===== src/rtl/sun_pll_fbdiv_lock.sv =====
// PLL feedback divider (CK -> CK_FB, glitch-free ratio changes at wrap) with a
// CK_REF period meter and lock detector.
//
// state | meaning
// IDLE  | no reference seen (or reference lost); first edge only re-arms the meter
// MEAS  | measuring CK_REF periods, counting consecutive in-tolerance results
// LOCK  | LOCK_CNT consecutive good periods seen; LOCKED asserted
module sun_pll_fbdiv_lock #(
    parameter int DIV_W    = 8,
    parameter int PER_W    = 10,
    parameter int DIV_RST  = 32,
    parameter int TOL      = 2,
    parameter int LOCK_CNT = 16
) (
    input  logic             CK,
    input  logic             PWRUP_1V8,
    input  logic [DIV_W-1:0] DIV_N,
    input  logic             CK_REF,
    output logic             CK_FB,
    output logic             LOCKED,
    output logic [PER_W-1:0] PER_CNT,
    output logic             PER_VALID
);

    localparam int GOOD_W = $clog2(LOCK_CNT + 1);
    localparam int CMP_W  = ((PER_W > DIV_W) ? PER_W : DIV_W) + 1;
    localparam logic [PER_W-1:0] PER_MAX = '1;

    typedef enum logic [1:0] {IDLE, MEAS, LOCK} state_t;

    state_t            state, state_n;
    logic [DIV_W-1:0]  cnt, n_sh, n_req;
    logic              wrap, n_chg;
    logic              s1, s2, s3, rise;
    logic [PER_W-1:0]  per_cnt;
    logic              sat, good_m, per_upd, locked_n;
    logic [CMP_W-1:0]  m_ext, n_ext, diff;
    logic [GOOD_W-1:0] good, good_n;

    // Ratio is only re-sampled at wrap so a period is never cut short.
    assign n_req = (DIV_N < DIV_W'(2)) ? DIV_W'(2) : DIV_N;
    assign wrap  = (cnt == n_sh - DIV_W'(1));
    assign n_chg = wrap && (n_req != n_sh);

    always_ff @(posedge CK or negedge PWRUP_1V8) begin
        if (!PWRUP_1V8) begin
            cnt   <= '0;
            n_sh  <= DIV_W'(DIV_RST);
            CK_FB <= 1'b0;
        end else begin
            CK_FB <= (cnt < (n_sh >> 1));
            if (wrap) begin
                cnt  <= '0;
                n_sh <= n_req;
            end else begin
                cnt <= cnt + 1'b1;
            end
        end
    end

    always_ff @(posedge CK or negedge PWRUP_1V8) begin
        if (!PWRUP_1V8) begin
            s1      <= 1'b0;
            s2      <= 1'b0;
            s3      <= 1'b0;
            per_cnt <= '0;
        end else begin
            s1 <= CK_REF;
            s2 <= s1;
            s3 <= s2;
            if (rise)
                per_cnt <= PER_W'(1);
            else if (!sat)
                per_cnt <= per_cnt + 1'b1;
        end
    end

    assign rise   = s2 & ~s3;
    assign sat    = (per_cnt == PER_MAX);
    assign m_ext  = CMP_W'(per_cnt);
    assign n_ext  = CMP_W'(n_sh);
    assign diff   = (m_ext >= n_ext) ? (m_ext - n_ext) : (n_ext - m_ext);
    assign good_m = !sat && (diff <= CMP_W'(TOL));

    // Priority: reference lost, then ratio change, then the period just measured.
    always_comb begin
        state_n  = state;
        good_n   = good;
        locked_n = LOCKED;
        per_upd  = rise && (state != IDLE);
        if (sat && (state != IDLE)) begin
            state_n  = IDLE;
            good_n   = '0;
            locked_n = 1'b0;
        end else if (n_chg) begin
            state_n  = MEAS;
            good_n   = '0;
            locked_n = 1'b0;
        end else if (rise) begin
            case (state)
                IDLE: begin
                    state_n = MEAS;
                    good_n  = '0;
                end
                MEAS: begin
                    if (good_m) begin
                        good_n = good + 1'b1;
                        if (good == GOOD_W'(LOCK_CNT - 1)) begin
                            state_n  = LOCK;
                            locked_n = 1'b1;
                        end
                    end else begin
                        good_n = '0;
                    end
                end
                LOCK: begin
                    if (!good_m) begin
                        state_n  = MEAS;
                        good_n   = '0;
                        locked_n = 1'b0;
                    end
                end
                default: state_n = IDLE;
            endcase
        end
    end

    always_ff @(posedge CK or negedge PWRUP_1V8) begin
        if (!PWRUP_1V8) begin
            state     <= IDLE;
            good      <= '0;
            LOCKED    <= 1'b0;
            PER_CNT   <= '0;
            PER_VALID <= 1'b0;
        end else begin
            state     <= state_n;
            good      <= good_n;
            LOCKED    <= locked_n;
            PER_VALID <= per_upd;
            if (per_upd)
                PER_CNT <= per_cnt;
        end
    end

endmodule


===== config.mk =====
export PLATFORM = sky130hd
export DESIGN_NAME = sun_pll_fbdiv_lock
export DESIGN_NICKNAME = d
export VERILOG_FILES = /design/src/rtl/sun_pll_fbdiv_lock.sv
export SDC_FILE = /design/constraint.sdc
export NUM_CORES = 1
export LEC_CHECK = 0
export BUFFER_PORTS_ARGS = -buffer_cell sky130_fd_sc_hd__buf_2
export CAP_MARGIN = 20
export CORE_ASPECT_RATIO = 2
export CORE_UTILIZATION = 45
export DETAILED_ROUTE_END_ITERATION = 10
export GPL_ROUTABILITY_DRIVEN = 0
export PLACE_DENSITY = 0.69
export SYNTH_ARGS = -nofsm -noshare
export SYNTH_HDL_FRONTEND = slang
export SYNTH_SLANG_ARGS = --single-unit

===== constraint.sdc =====
create_clock -name CK -period 3.3 [get_ports CK]
set_input_delay 0.825 -clock CK [delete_from_list [all_inputs] [get_ports CK]]
set_output_delay 0.825 -clock CK [all_outputs]
set_load 0.03 [all_outputs]

==> results.sh, run 1 <==
export IMPL_outcome="completed"
export IMPL_synth_cells=393
export IMPL_pin_count_of_the_biggest_net_entering_global_routing=30
export IMPL_multi_input_area_um2=2230
export IMPL_drive_gt1_share_pct=20.2
export IMPL_path_clk_slew_ns=0.07
export IMPL_num_rows=46
export IMPL_area_growth_synth_to_final_pct=14.3
export IMPL_global_route_overflow=0
export IMPL_antenna_found_initial=0
export IMPL_slowest_stage="sky130_fd_sc_hd__dfstp_2"
export IMPL_dp_hpwl_um=7580
export IMPL_avgRoutedWirePerCell_um=18.4
export IMPL_report_final_slew_viol_count=0
export IMPL_setup_tns_final_ns=0
export IMPL_synth_area_leaders="sky130_fd_sc_hd__dfrtp_1 33%, sky130_fd_sc_hd__ha_1 11%, sky130_fd_sc_hd__xnor2_1 4.1%"
export IMPL_r2r_setup_slack_ns=0.12
export IMPL_synth_main_ff_cell="sky130_fd_sc_hd__dfrtp_1"
export IMPL_crit_chain="inv_1, ha_4, buf_4, nand4_1, o211ai_1, a211oi_2, o2111ai_1, o22a_2, o31a_1, o311a_1, a31o_1"
export IMPL_timing_worst_slew_pin_value_ns=0.805
export IMPL_max_cap_violations=0
export IMPL_worst_r2r_path_depth=11
export IMPL_timing_slew_headroom_pct=46.1
export IMPL_buffers_on_ports=23
export IMPL_floorplan_initialDensity_pct=46.0
export IMPL_antenna_cells=0
export IMPL_worst_path_max_fanout=9
export IMPL_final_critical_period_ns=3.18
export IMPL_postRouteAntennaNets=0
export IMPL_global_route_wire_length_before_repair_um=16000
export IMPL_worst_endpoint_arrival_ns=3.37
export IMPL_synth_area_um2=3620
export IMPL_mappedNetlistNets=437
export IMPL_die_height_um=129
export IMPL_critical_path_max_stage_delay_ns=0.56
export IMPL_post_synth_top_count_cell="sky130_fd_sc_hd__dfrtp_1"
export IMPL_cts_buffer_depth=2
export IMPL_synth_ff_latch_count=49
export IMPL_timing_critical_path_to_type="flip-flop"
export IMPL_sequential_cell_area_um2=1230
export IMPL_ioPinCount=24
export IMPL_crit_reg2reg_capture="LOCKED$_DFFE_PN0P_"
export IMPL_rsz_0062_raised_after_global_routing="false"
export IMPL_filler_cell_count=716
export IMPL_path_class="flip-flop to flip-flop"
export IMPL_cts_sinks=49
export IMPL_fin_cells=531
export IMPL_via_count=3097
export IMPL_ys_async_sr_fraction_pct=100
export IMPL_globalRouteTotalUtil_pct=25.5
export IMPL_worst_slack_at_placement_ns=0.0433
export IMPL_dieArea_um2=8440
export IMPL_power_ir_vdd_worst_uv=359
export IMPL_dr_pass1_iters=5
export IMPL_timing_final_crit_share_pct=96.3
export IMPL_cp_required_ns=3.49
export IMPL_tritoncts="yes"
export IMPL_clock_tree_root_cell="sky130_fd_sc_hd__clkbuf_16"
export IMPL_power_per_cell_area_nw_per_um2=468
export IMPL_clock_buffers_created_by_tritoncts=5
export IMPL_synth_warnings=0
export IMPL_drt_iter0_markers=238
export IMPL_startpoint_type="flip-flop"
export IMPL_p_leak_nw=1.82
export IMPL_synth_largest_type_area_fraction_pct=33.1
export IMPL_detail_route_vias_per_cell=5.83
export IMPL_synth_avg_cell_area_um2=9.22
export IMPL_cts_htree_levels=2
export IMPL_critPathCapture="LOCKED$_DFFE_PN0P_"
export IMPL_nets=478
export IMPL_clk_lat_worst_skew_ns=0.29
export IMPL_drc_errors=0
export IMPL_peak_clock_frequency_supported_by_timing_mhz=315
export IMPL_hold_viol_final=0
export IMPL_final_setup_violation_count=0
export IMPL_synth_enable_flop_cells=0
export IMPL_ys_seq_area_share_pct=33.9
export IMPL_regToRegStartpoint="n_sh[5]$_DFFE_PN1N_"
export IMPL_clock_skew_ns=0.00530
export IMPL_core_box_area_um2=7890
export IMPL_placedCellCount=522
export IMPL_holdCritPathClass="flip-flop to flip-flop"
export IMPL_die_w_um=65.5
export IMPL_worst_setup_path_startpoint="n_sh[5]$_DFFE_PN1N_"
export IMPL_number_of_global_route_vias_before_repair=3200
export IMPL_worst_slack_ns=0.121
export IMPL_netlist_top_cells_count="48 x sky130_fd_sc_hd__dfrtp_1, 35 x sky130_fd_sc_hd__nor2_1, 33 x sky130_fd_sc_hd__inv_1, 31 x sky130_fd_sc_hd__ha_1, 23 x sky130_fd_sc_hd__o21ai_0"
export IMPL_netlist_cell_type_count=66
export IMPL_dominant_cell_type_by_area_after_synthesis="sky130_fd_sc_hd__dfrtp_1"
export IMPL_route_final_wire_length_um=9770
## sequential cells by signal, summed over array words and instances (netlist names), 2 cells and up
signal   flops
state        2
PER_CNT     10
n_sh         8
cnt          8
good         5
per_cnt     10
## stage by stage
step / total power, mW / area, um^2 / hold slack [ns] / utilization (%)
after floorplan: 1.16 / 3620 / 0.331 / -
after global placement: 1.41 / 3960 / 0.331 / 50.3
after detailed placement: 1.42 / 3960 / 0.338 / 50.3
after CTS: 1.94 / 4110 / 0.354 / 52.1
after global routing: 2.04 / 4140 / 0.356 / 52.5
final: 1.94 / 4140 / 0.351 / 52.5
## cell usage in the layout, fill, tap and decap left out, types with 3 or more instances in the layout
cell and n:
sky130_fd_sc_hd__o2111ai_1 3, sky130_fd_sc_hd__ha_1 30, sky130_fd_sc_hd__clkbuf_16 5, sky130_fd_sc_hd__o211ai_1 6
sky130_fd_sc_hd__nand3_1 19, sky130_fd_sc_hd__nor4_1 4, sky130_fd_sc_hd__a211oi_2 3, sky130_fd_sc_hd__o21ai_0 23
sky130_fd_sc_hd__xnor2_1 17, sky130_fd_sc_hd__mux2_2 10, sky130_fd_sc_hd__nor2b_1 4, sky130_fd_sc_hd__nand4_1 6
sky130_fd_sc_hd__nor2_1 35, sky130_fd_sc_hd__inv_1 33, sky130_fd_sc_hd__o21a_1 4, sky130_fd_sc_hd__buf_4 23
sky130_fd_sc_hd__dfrtp_1 48, sky130_fd_sc_hd__nor3_1 8, sky130_fd_sc_hd__mux2i_1 5, sky130_fd_sc_hd__a21oi_1 20
sky130_fd_sc_hd__a211oi_1 3, sky130_fd_sc_hd__o21ai_1 3, sky130_fd_sc_hd__nand2b_1 5, sky130_fd_sc_hd__nand2_1 20
sky130_fd_sc_hd__a21o_1 3, sky130_fd_sc_hd__buf_2 23, sky130_fd_sc_hd__xor2_1 16, sky130_fd_sc_hd__and3_1 5
## critical path: cells and delay by family (launching register included)
| family | cells | cell delay (ns) |
|---|---|---|
| flip-flops | 1 | 0.56 |
| AO/OA/AOI/OAI | 7 | 1.79 |
| buffers and inverters | 2 | 0.30 |
| AND/OR/NAND/NOR | 1 | 0.14 |
| adder cells (fa/ha/maj) | 1 | 0.29 |
## how the worst min path moves through the flow
| stage | slack [ns] | startpoint | depth (start not counted) | endpoint |
|---|---|---|---|---|
| final | 0.35 | s1$_DFF_PN0_ | 0 | s2$_DFF_PN0_ |
| after CTS | 0.35 | s1$_DFF_PN0_ | 0 | s2$_DFF_PN0_ |
| after global routing | 0.36 | s1$_DFF_PN0_ | 0 | s2$_DFF_PN0_ |
| after floorplan | 0.33 | s1$_DFF_PN0_ | 0 | s2$_DFF_PN0_ |
| after detailed placement | 0.34 | s1$_DFF_PN0_ | 0 | s2$_DFF_PN0_ |
| after global placement | 0.33 | s1$_DFF_PN0_ | 0 | s2$_DFF_PN0_ |
## power breakdown
group | switching, mW | leakage [nW] | internal (mW)
Sequential | 0.0486 | 0.600 | 0.663
Clock | 0.228 | 0.0712 | 0.283
Combinational | 0.450 | 1.14 | 0.265
## area by class of cell
type | instances | area share (%)
sequential | 49 | 29.6
timing repair buffer | 46 | 6.95
tap | 96 | 2.90
clock inverter | 2 | 0.332
clock buffer | 6 | 3.11
inverter | 34 | 3.14
multi-input combinational | 298 | 53.9
## routing by layer
| metal | wire length (um) | up-vias | track usage [%] | share of wire [%] |
|---|---|---|---|---|
| met4 | 465 | 0 | 16.5 | 4.8 |
| li1 | - | 1479 | - | - |
| met3 | 259 | 37 | 3.01 | 2.7 |
| met2 | 5580 | 91 | 47.2 | 57 |
| met5 | 0 | - | 0 | 0 |
| met1 | 3470 | 1490 | 25.9 | 35 |
## logic make-up after synthesis
kind of cell             count (synthesis)  synth area share [%]
AND/OR/NAND/NOR                        121                  17.6
AO/OA/AOI/OAI                           96                  19.0
flip-flops                              49                  33.9
buffers and inverters                   46                  5.25
XOR/XNOR                                33                  7.98
adder cells (fa/ha/maj)                 33                  11.8
multiplexers                            15                  4.49
## timing repair
item                       in CTS  in global routing
gates resized for setup         0                  6
hold buffers                    0                  0
setup endpoints to repair       0                  8
buffers inserted                0                  1
No activity file was read; power rests on OpenSTA's default activity.
==> run 2: changes to the inputs <==
Settings changed: BUFFER_PORTS_ARGS -buffer_cell sky130_fd_sc_hd__buf_2 to -buffer_cell sky130_fd_sc_hd__buf_4.
==> run 2 against run 1 <==
  * Combinational power grew 8.4%
  * Routed wire length shrank 1.3%
  * First-iteration DRC count shrank 25%
  * Power grew 3.8%
  * Die area is the same
  * Critical endpoint unchanged
  * Highest routed layer unchanged
  * Clock-buffer cell count shrank 1
  * Largest cell class unchanged
==> results.sh, run 2 (synthesis results as in run 1) <==
export IMPL_path_class="flip-flop to flip-flop"
export IMPL_globalRouteMet1Util_pct=23.0
export IMPL_gr_usage_met3_pct=3.90
export IMPL_ioPinCount=24
export IMPL_via_count=3121
export IMPL_p_leak_nw=1.83
export IMPL_finish_utilization_pct=53.9
export IMPL_hold_viol_final=0
export IMPL_num_rows=46
export IMPL_drc_errors=0
export IMPL_area_growth_synth_to_final_pct=17.2
export IMPL_seq_power_share_pct=35.6
export IMPL_grt_util_met2_pct=44.1
export IMPL_cts_htree_levels=2
export IMPL_power_report_internal_total_mw=1.26
export IMPL_postPlaceCellArea_um2=4010
export IMPL_max_cap_violations=0
export IMPL_clock_buffers_created_by_tritoncts=5
export IMPL_power_share_clock_pct=25.9
export IMPL_tritoncts="yes"
export IMPL_net_switching_power_uw=751
export IMPL_core_box_area_um2=7890
export IMPL_drive_gt1_share_pct=21.8
export IMPL_holdCritPathClass="flip-flop to flip-flop"
export IMPL_buffers_on_ports=23
export IMPL_power_per_cell_area_nw_per_um2=474
export IMPL_worst_endpoint_arrival_ns=3.41
export IMPL_filler_cell_count=708
export IMPL_layout_commonest_cell="sky130_fd_sc_hd__dfrtp_1"
export IMPL_final_design_area_no_fill_um2=4250
export IMPL_postRouteAntennaNets=0
export IMPL_dr_pass1_iters=4
export IMPL_number_of_global_route_vias_before_repair=3268
export IMPL_cp_required_ns=3.48
export IMPL_startpoint_type="flip-flop"
export IMPL_floorplan_initialDensity_pct=46.0
export IMPL_power_combinational_fraction_pct=38.5
export IMPL_globalRouteTotalUtil_pct=24.4
export IMPL_worst_path_max_fanout=6
export IMPL_final_setup_violation_count=0
export IMPL_die_height_um=129
export IMPL_clk_lat_worst_skew_ns=0.30
export IMPL_peak_clock_frequency_supported_by_timing_mhz=310
export IMPL_global_route_wire_length_before_repair_um=15400
export IMPL_report_final_slew_viol_count=0
export IMPL_outcome="completed"
export IMPL_final_critical_period_ns=3.23
export IMPL_dieArea_um2=8440
export IMPL_drt_iter0_markers=178
export IMPL_avgRoutedWirePerCell_um=18.2
export IMPL_antenna_found_initial=0
export IMPL_timing_final_crit_share_pct=97.9
export IMPL_timing_slew_headroom_pct=41.9
export IMPL_power_ir_vdd_worst_uv=470
export IMPL_dp_hpwl_um=7390
export IMPL_timing_critical_path_to_type="flip-flop"
export IMPL_sw_frac_of_total_pct=37.4
export IMPL_antenna_cells=0
export IMPL_timing_worst_slew_pin_value_ns=0.869
export IMPL_grt_most_used_layer="met2"
export IMPL_clock_skew_ns=0.00632
export IMPL_pin_count_of_the_biggest_net_entering_global_routing=50
export IMPL_cts_sinks=49
export IMPL_global_route_overflow=0
export IMPL_reg_largest_list="PER_CNT (10), per_cnt (10)"
export IMPL_path_clk_slew_ns=0.07
export IMPL_cts_buffer_depth=2
export IMPL_layout_cells_most_common_list="48 x sky130_fd_sc_hd__dfrtp_1, 45 x sky130_fd_sc_hd__buf_4, 35 x sky130_fd_sc_hd__nor2_1"
export IMPL_holdBufCountCts=0
export IMPL_die_w_um=65.5
export IMPL_nets=478
export IMPL_route_final_wire_length_um=9640
export IMPL_clock_tree_root_cell="sky130_fd_sc_hd__clkbuf_16"
export IMPL_detail_route_vias_per_cell=5.88
-- run 2: worst max-delay path, cell delays in order, from the launching register on --
cell	delay, ns
sky130_fd_sc_hd__dfrtp_1	0.39
sky130_fd_sc_hd__buf_6	0.15
sky130_fd_sc_hd__inv_2	0.06
sky130_fd_sc_hd__ha_4	0.12
sky130_fd_sc_hd__inv_1	0.05
sky130_fd_sc_hd__fa_2	0.37
sky130_fd_sc_hd__xor2_2	0.22
sky130_fd_sc_hd__nor4_4	0.37
sky130_fd_sc_hd__o2111ai_2	0.23
sky130_fd_sc_hd__o22a_2	0.32
sky130_fd_sc_hd__o31a_1	0.33
sky130_fd_sc_hd__o311a_1	0.33
sky130_fd_sc_hd__a31o_1	0.18
-- run 2: what timing repair did --
action	CTS	global route
pin swaps	3	6
setup endpoints to repair	8	8
resized for setup	3	11
setup buffers	0	2
-- run 2: metal layers --
| metal | wire [um] | up-vias |
|---|---|---|
| li1 | - | 1470 |
| met1 | 3260 | 1496 |
| met2 | 5300 | 101 |
| met3 | 271 | 54 |
| met4 | 809 | 0 |
| met5 | 0 | - |
-- run 2: worst paths after layout --
kind | startpoint | to | slack, ns | depth (start not counted)
max | per_cnt[0]$_DFFE_PN0P_ | LOCKED$_DFFE_PN0P_ | 0.07 | 12
min | s1$_DFF_PN0_ | s2$_DFF_PN0_ | 0.36 | 0
max reg2reg | per_cnt[0]$_DFFE_PN0P_ | LOCKED$_DFFE_PN0P_ | 0.07 | 12
min reg2reg | s1$_DFF_PN0_ | s2$_DFF_PN0_ | 0.36 | 0
max in group asynchronous | PWRUP_1V8 | cnt[2]$_DFF_PN0_ | 2.33 | 1
min in group asynchronous | PWRUP_1V8 | PER_CNT[4]$_DFFE_PN0P_ | 0.53 | 1
-- run 2: power groups by stage --
stage | logic [mW] | registers [mW] | clock network [mW]
final | 0.775 | 0.715 | 0.521
after global routing | 0.830 | 0.720 | 0.560
after CTS | 0.723 | 0.713 | 0.533
after detailed placement | 0.715 | 0.725 | 0
after global placement | 0.711 | 0.720 | 0
after floorplan | 0.368 | 0.789 | 0
-- run 2: layout make-up --
class / instances / area, um^2 / share of cell area (%)
Tap cell: 96 / 120 / 2.83
Timing Repair Buffer: 46 / 349 / 8.22
Clock inverter: 3 / 25.0 / 0.589
Clock buffer: 5 / 125 / 2.95
Inverter: 34 / 130 / 3.06
Sequential cell: 49 / 1230 / 28.9
Multi-Input combinational cell: 298 / 2270 / 53.4
-- run 2: through the flow --
step / setup TNS [ns] / hold WS (ns) / total power [mW] / std cells / worst slack [ns]
after CTS: 0 / 0.361 / 1.97 / 529 / 0.0517
after detailed placement: -0.474 / 0.346 / 1.44 / 521 / -0.168
after global placement: -0.167 / 0.333 / 1.43 / 521 / -0.108
after floorplan: 0 / 0.331 / 1.16 / 393 / 0.172
final: 0 / 0.358 / 2.01 / 531 / 0.0704
after global routing: -0.0230 / 0.375 / 2.11 / 531 / -0.0152
==> run 3: changes to the inputs <==
Settings changed: CORE_ASPECT_RATIO 2 to 0.7.
==> run 3 against run 2 <==
  * Routed wire length is 5.5% lower
  * Critical path depth is 1 lower
  * Register-to-register slack better by 0.04 ns
  * First-iteration DRC count is 62% higher
  * Non-clock buffer count is 1 lower
  * Clock-buffer cell count stayed put
  * Combinational power is 11% lower
  * Global-route usage is 1.5 points lower
  * Highest routed layer unchanged
  * Sequential share of layout area is 0.11 points higher
  * Setup slack better by 0.043 ns
  * Critical endpoint unchanged
==> results.sh, run 3 (synthesis results as in run 1) <==
export IMPL_path_class="flip-flop to flip-flop"
export IMPL_route_final_wire_length_um=9110
export IMPL_cp_required_ns=3.49
export IMPL_clock_buffers_created_by_tritoncts=5
export IMPL_global_route_wire_length_before_repair_um=14800
export IMPL_seq_power_share_pct=35.6
export IMPL_path_clk_slew_ns=0.07
export IMPL_layout_commonest_cell="sky130_fd_sc_hd__dfrtp_1"
export IMPL_hold_path_startpoint="s1$_DFF_PN0_"
export IMPL_global_route_overflow=0
export IMPL_worst_r2r_path_depth=11
export IMPL_power_share_clock_pct=30.2
export IMPL_power_report_internal_total_mw=1.30
export IMPL_finish_utilization_pct=56.1
export IMPL_layout_cells_most_common_list="48 x sky130_fd_sc_hd__dfrtp_1, 45 x sky130_fd_sc_hd__buf_4, 35 x sky130_fd_sc_hd__nor2_1"
export IMPL_area_growth_synth_to_final_pct=16.7
export IMPL_clock_tree_root_cell="sky130_fd_sc_hd__clkbuf_16"
export IMPL_hold_viol_final=0
export IMPL_number_of_global_route_vias_before_repair=2889
export IMPL_report_final_slew_viol_count=0
export IMPL_startpoint_type="flip-flop"
export IMPL_pin_count_of_the_biggest_net_entering_global_routing=50
export IMPL_drive_gt1_share_pct=20.0
export IMPL_timing_final_crit_share_pct=96.6
export IMPL_max_cap_violations=0
export IMPL_cts_buffer_depth=2
export IMPL_drc_errors=0
export IMPL_setup_tns_final_ns=0
export IMPL_dp_hpwl_um=6760
export IMPL_cts_sinks=49
export IMPL_final_critical_period_ns=3.19
export IMPL_nets=477
export IMPL_power_per_cell_area_nw_per_um2=475
export IMPL_ioPinCount=24
export IMPL_hold_ws_ns=0.353
export IMPL_p_leak_nw=1.84
export IMPL_core_box_area_um2=7550
export IMPL_globalRouteTotalUtil_pct=22.8
export IMPL_peak_clock_frequency_supported_by_timing_mhz=314
export IMPL_antenna_found_initial=0
export IMPL_antenna_cells=0
export IMPL_crit_reg2reg_capture="LOCKED$_DFFE_PN0P_"
export IMPL_avgRoutedWirePerCell_um=17.1
export IMPL_via_count=3111
export IMPL_dr_pass1_iters=5
export IMPL_outcome="completed"
export IMPL_die_w_um=109
export IMPL_worst_endpoint_arrival_ns=3.37
export IMPL_regToRegStartpoint="n_sh[5]$_DFFE_PN1N_"
export IMPL_timing_critical_path_to_type="flip-flop"
export IMPL_reg_largest_list="PER_CNT (10), per_cnt (10)"
export IMPL_sw_frac_of_total_pct=35.2
export IMPL_detail_route_vias_per_cell=5.85
export IMPL_tritoncts="yes"
export IMPL_hold_path_depth=0
export IMPL_power_ir_vdd_worst_uv=357
export IMPL_buffers_on_ports=23
export IMPL_net_switching_power_uw=708
export IMPL_worst_slack_at_placement_ns=0.0773
export IMPL_r2r_setup_slack_ns=0.11
export IMPL_min_delay_worst_endpoint="s2$_DFF_PN0_"
export IMPL_power_combinational_fraction_pct=34.2
export IMPL_postRouteAntennaNets=0
export IMPL_die_height_um=77.1
export IMPL_worst_path_max_fanout=12
export IMPL_clk_lat_worst_skew_ns=0.29
export IMPL_cts_htree_levels=2
export IMPL_worst_slack_ns=0.113
export IMPL_num_rows=26
export IMPL_floorplan_initialDensity_pct=48.0
export IMPL_clock_skew_ns=0.00667
export IMPL_drt_iter0_markers=289
export IMPL_final_setup_violation_count=0
export IMPL_filler_cell_count=673
export IMPL_timing_slew_headroom_pct=40.7
export IMPL_dieArea_um2=8420
export IMPL_holdCritPathClass="flip-flop to flip-flop"
export IMPL_timing_worst_slew_pin_value_ns=0.886
-- run 3: cell count changes in the layout (fill, tap and decap cells not counted), sizes merged --
cell      change
buf           -1
clkinvlp      -1
bufinv        +1
-- run 3: cell type report --
cell class              count  area (um^2)  share of cell area [%]
clock buffers               5          125                    2.96
clock inverters             3         50.0                    1.18
inverters                  34          130                    3.08
multi-input cells         298         2240                    52.9
flip-flops and latches     49         1230                    29.0
well taps                  98          123                    2.90
repair buffers             45          338                    7.99
-- run 3: power by group through the flow --
| stage | clock network, mW | registers (mW) | logic, mW |
|---|---|---|---|
| floorplan | 0 | 0.789 | 0.368 |
| global placement | 0 | 0.723 | 0.642 |
| detailed placement | 0 | 0.726 | 0.650 |
| CTS | 0.627 | 0.714 | 0.660 |
| global route | 0.646 | 0.723 | 0.748 |
| finish | 0.608 | 0.715 | 0.687 |
-- run 3: worst max-delay path, cell delays in order (launching register included) --
cell,delay [ns]
sky130_fd_sc_hd__dfstp_2,0.58
sky130_fd_sc_hd__inv_1,0.13
sky130_fd_sc_hd__ha_4,0.28
sky130_fd_sc_hd__buf_4,0.18
sky130_fd_sc_hd__nand4b_1,0.17
sky130_fd_sc_hd__o32ai_1,0.11
sky130_fd_sc_hd__a211oi_2,0.33
sky130_fd_sc_hd__mux2i_1,0.28
sky130_fd_sc_hd__o22ai_2,0.14
sky130_fd_sc_hd__o31a_1,0.36
sky130_fd_sc_hd__o311a_1,0.33
sky130_fd_sc_hd__a31o_1,0.18
-- run 3: layer usage --
layer / share of wire, % / global-route usage [%]
met3: 5.9 / 5.36
met2: 41 / 30.9
met4: 0.56 / 4.93
met1: 53 / 36.1
met5: 0 / 0
-- run 3: per-stage QoR --
stage	total power [mW]	instances	instance area, um^2
6_report	2.01	532	4230
5_1_grt	2.12	532	4230
4_1_cts	2.00	529	4180
3_5_place_dp	1.38	521	4000
3_3_place_gp	1.36	521	4000
2_1_floorplan	1.16	393	3620
-- run 3: repair_timing --
action | in CTS | in global routing
gates resized for setup | 0 | 5
hold buffers | 0 | 0
endpoints found under the setup margin | 0 | 8
setup buffers | 0 | 3
-- run 3: worst max path at each step --
stage	end	depth (start not counted)	from	slack, ns
floorplan	LOCKED$_DFFE_PN0P_	12	n_sh[0]$_DFFE_PN0N_	0.17
global placement	LOCKED$_DFFE_PN0P_	11	n_sh[5]$_DFFE_PN1N_	0.09
detailed placement	LOCKED$_DFFE_PN0P_	11	n_sh[5]$_DFFE_PN1N_	0.08
CTS	LOCKED$_DFFE_PN0P_	11	n_sh[5]$_DFFE_PN1N_	0.06
global route	LOCKED$_DFFE_PN0P_	12	n_sh[0]$_DFFE_PN0N_	-0.005
finish	LOCKED$_DFFE_PN0P_	11	n_sh[5]$_DFFE_PN1N_	0.11
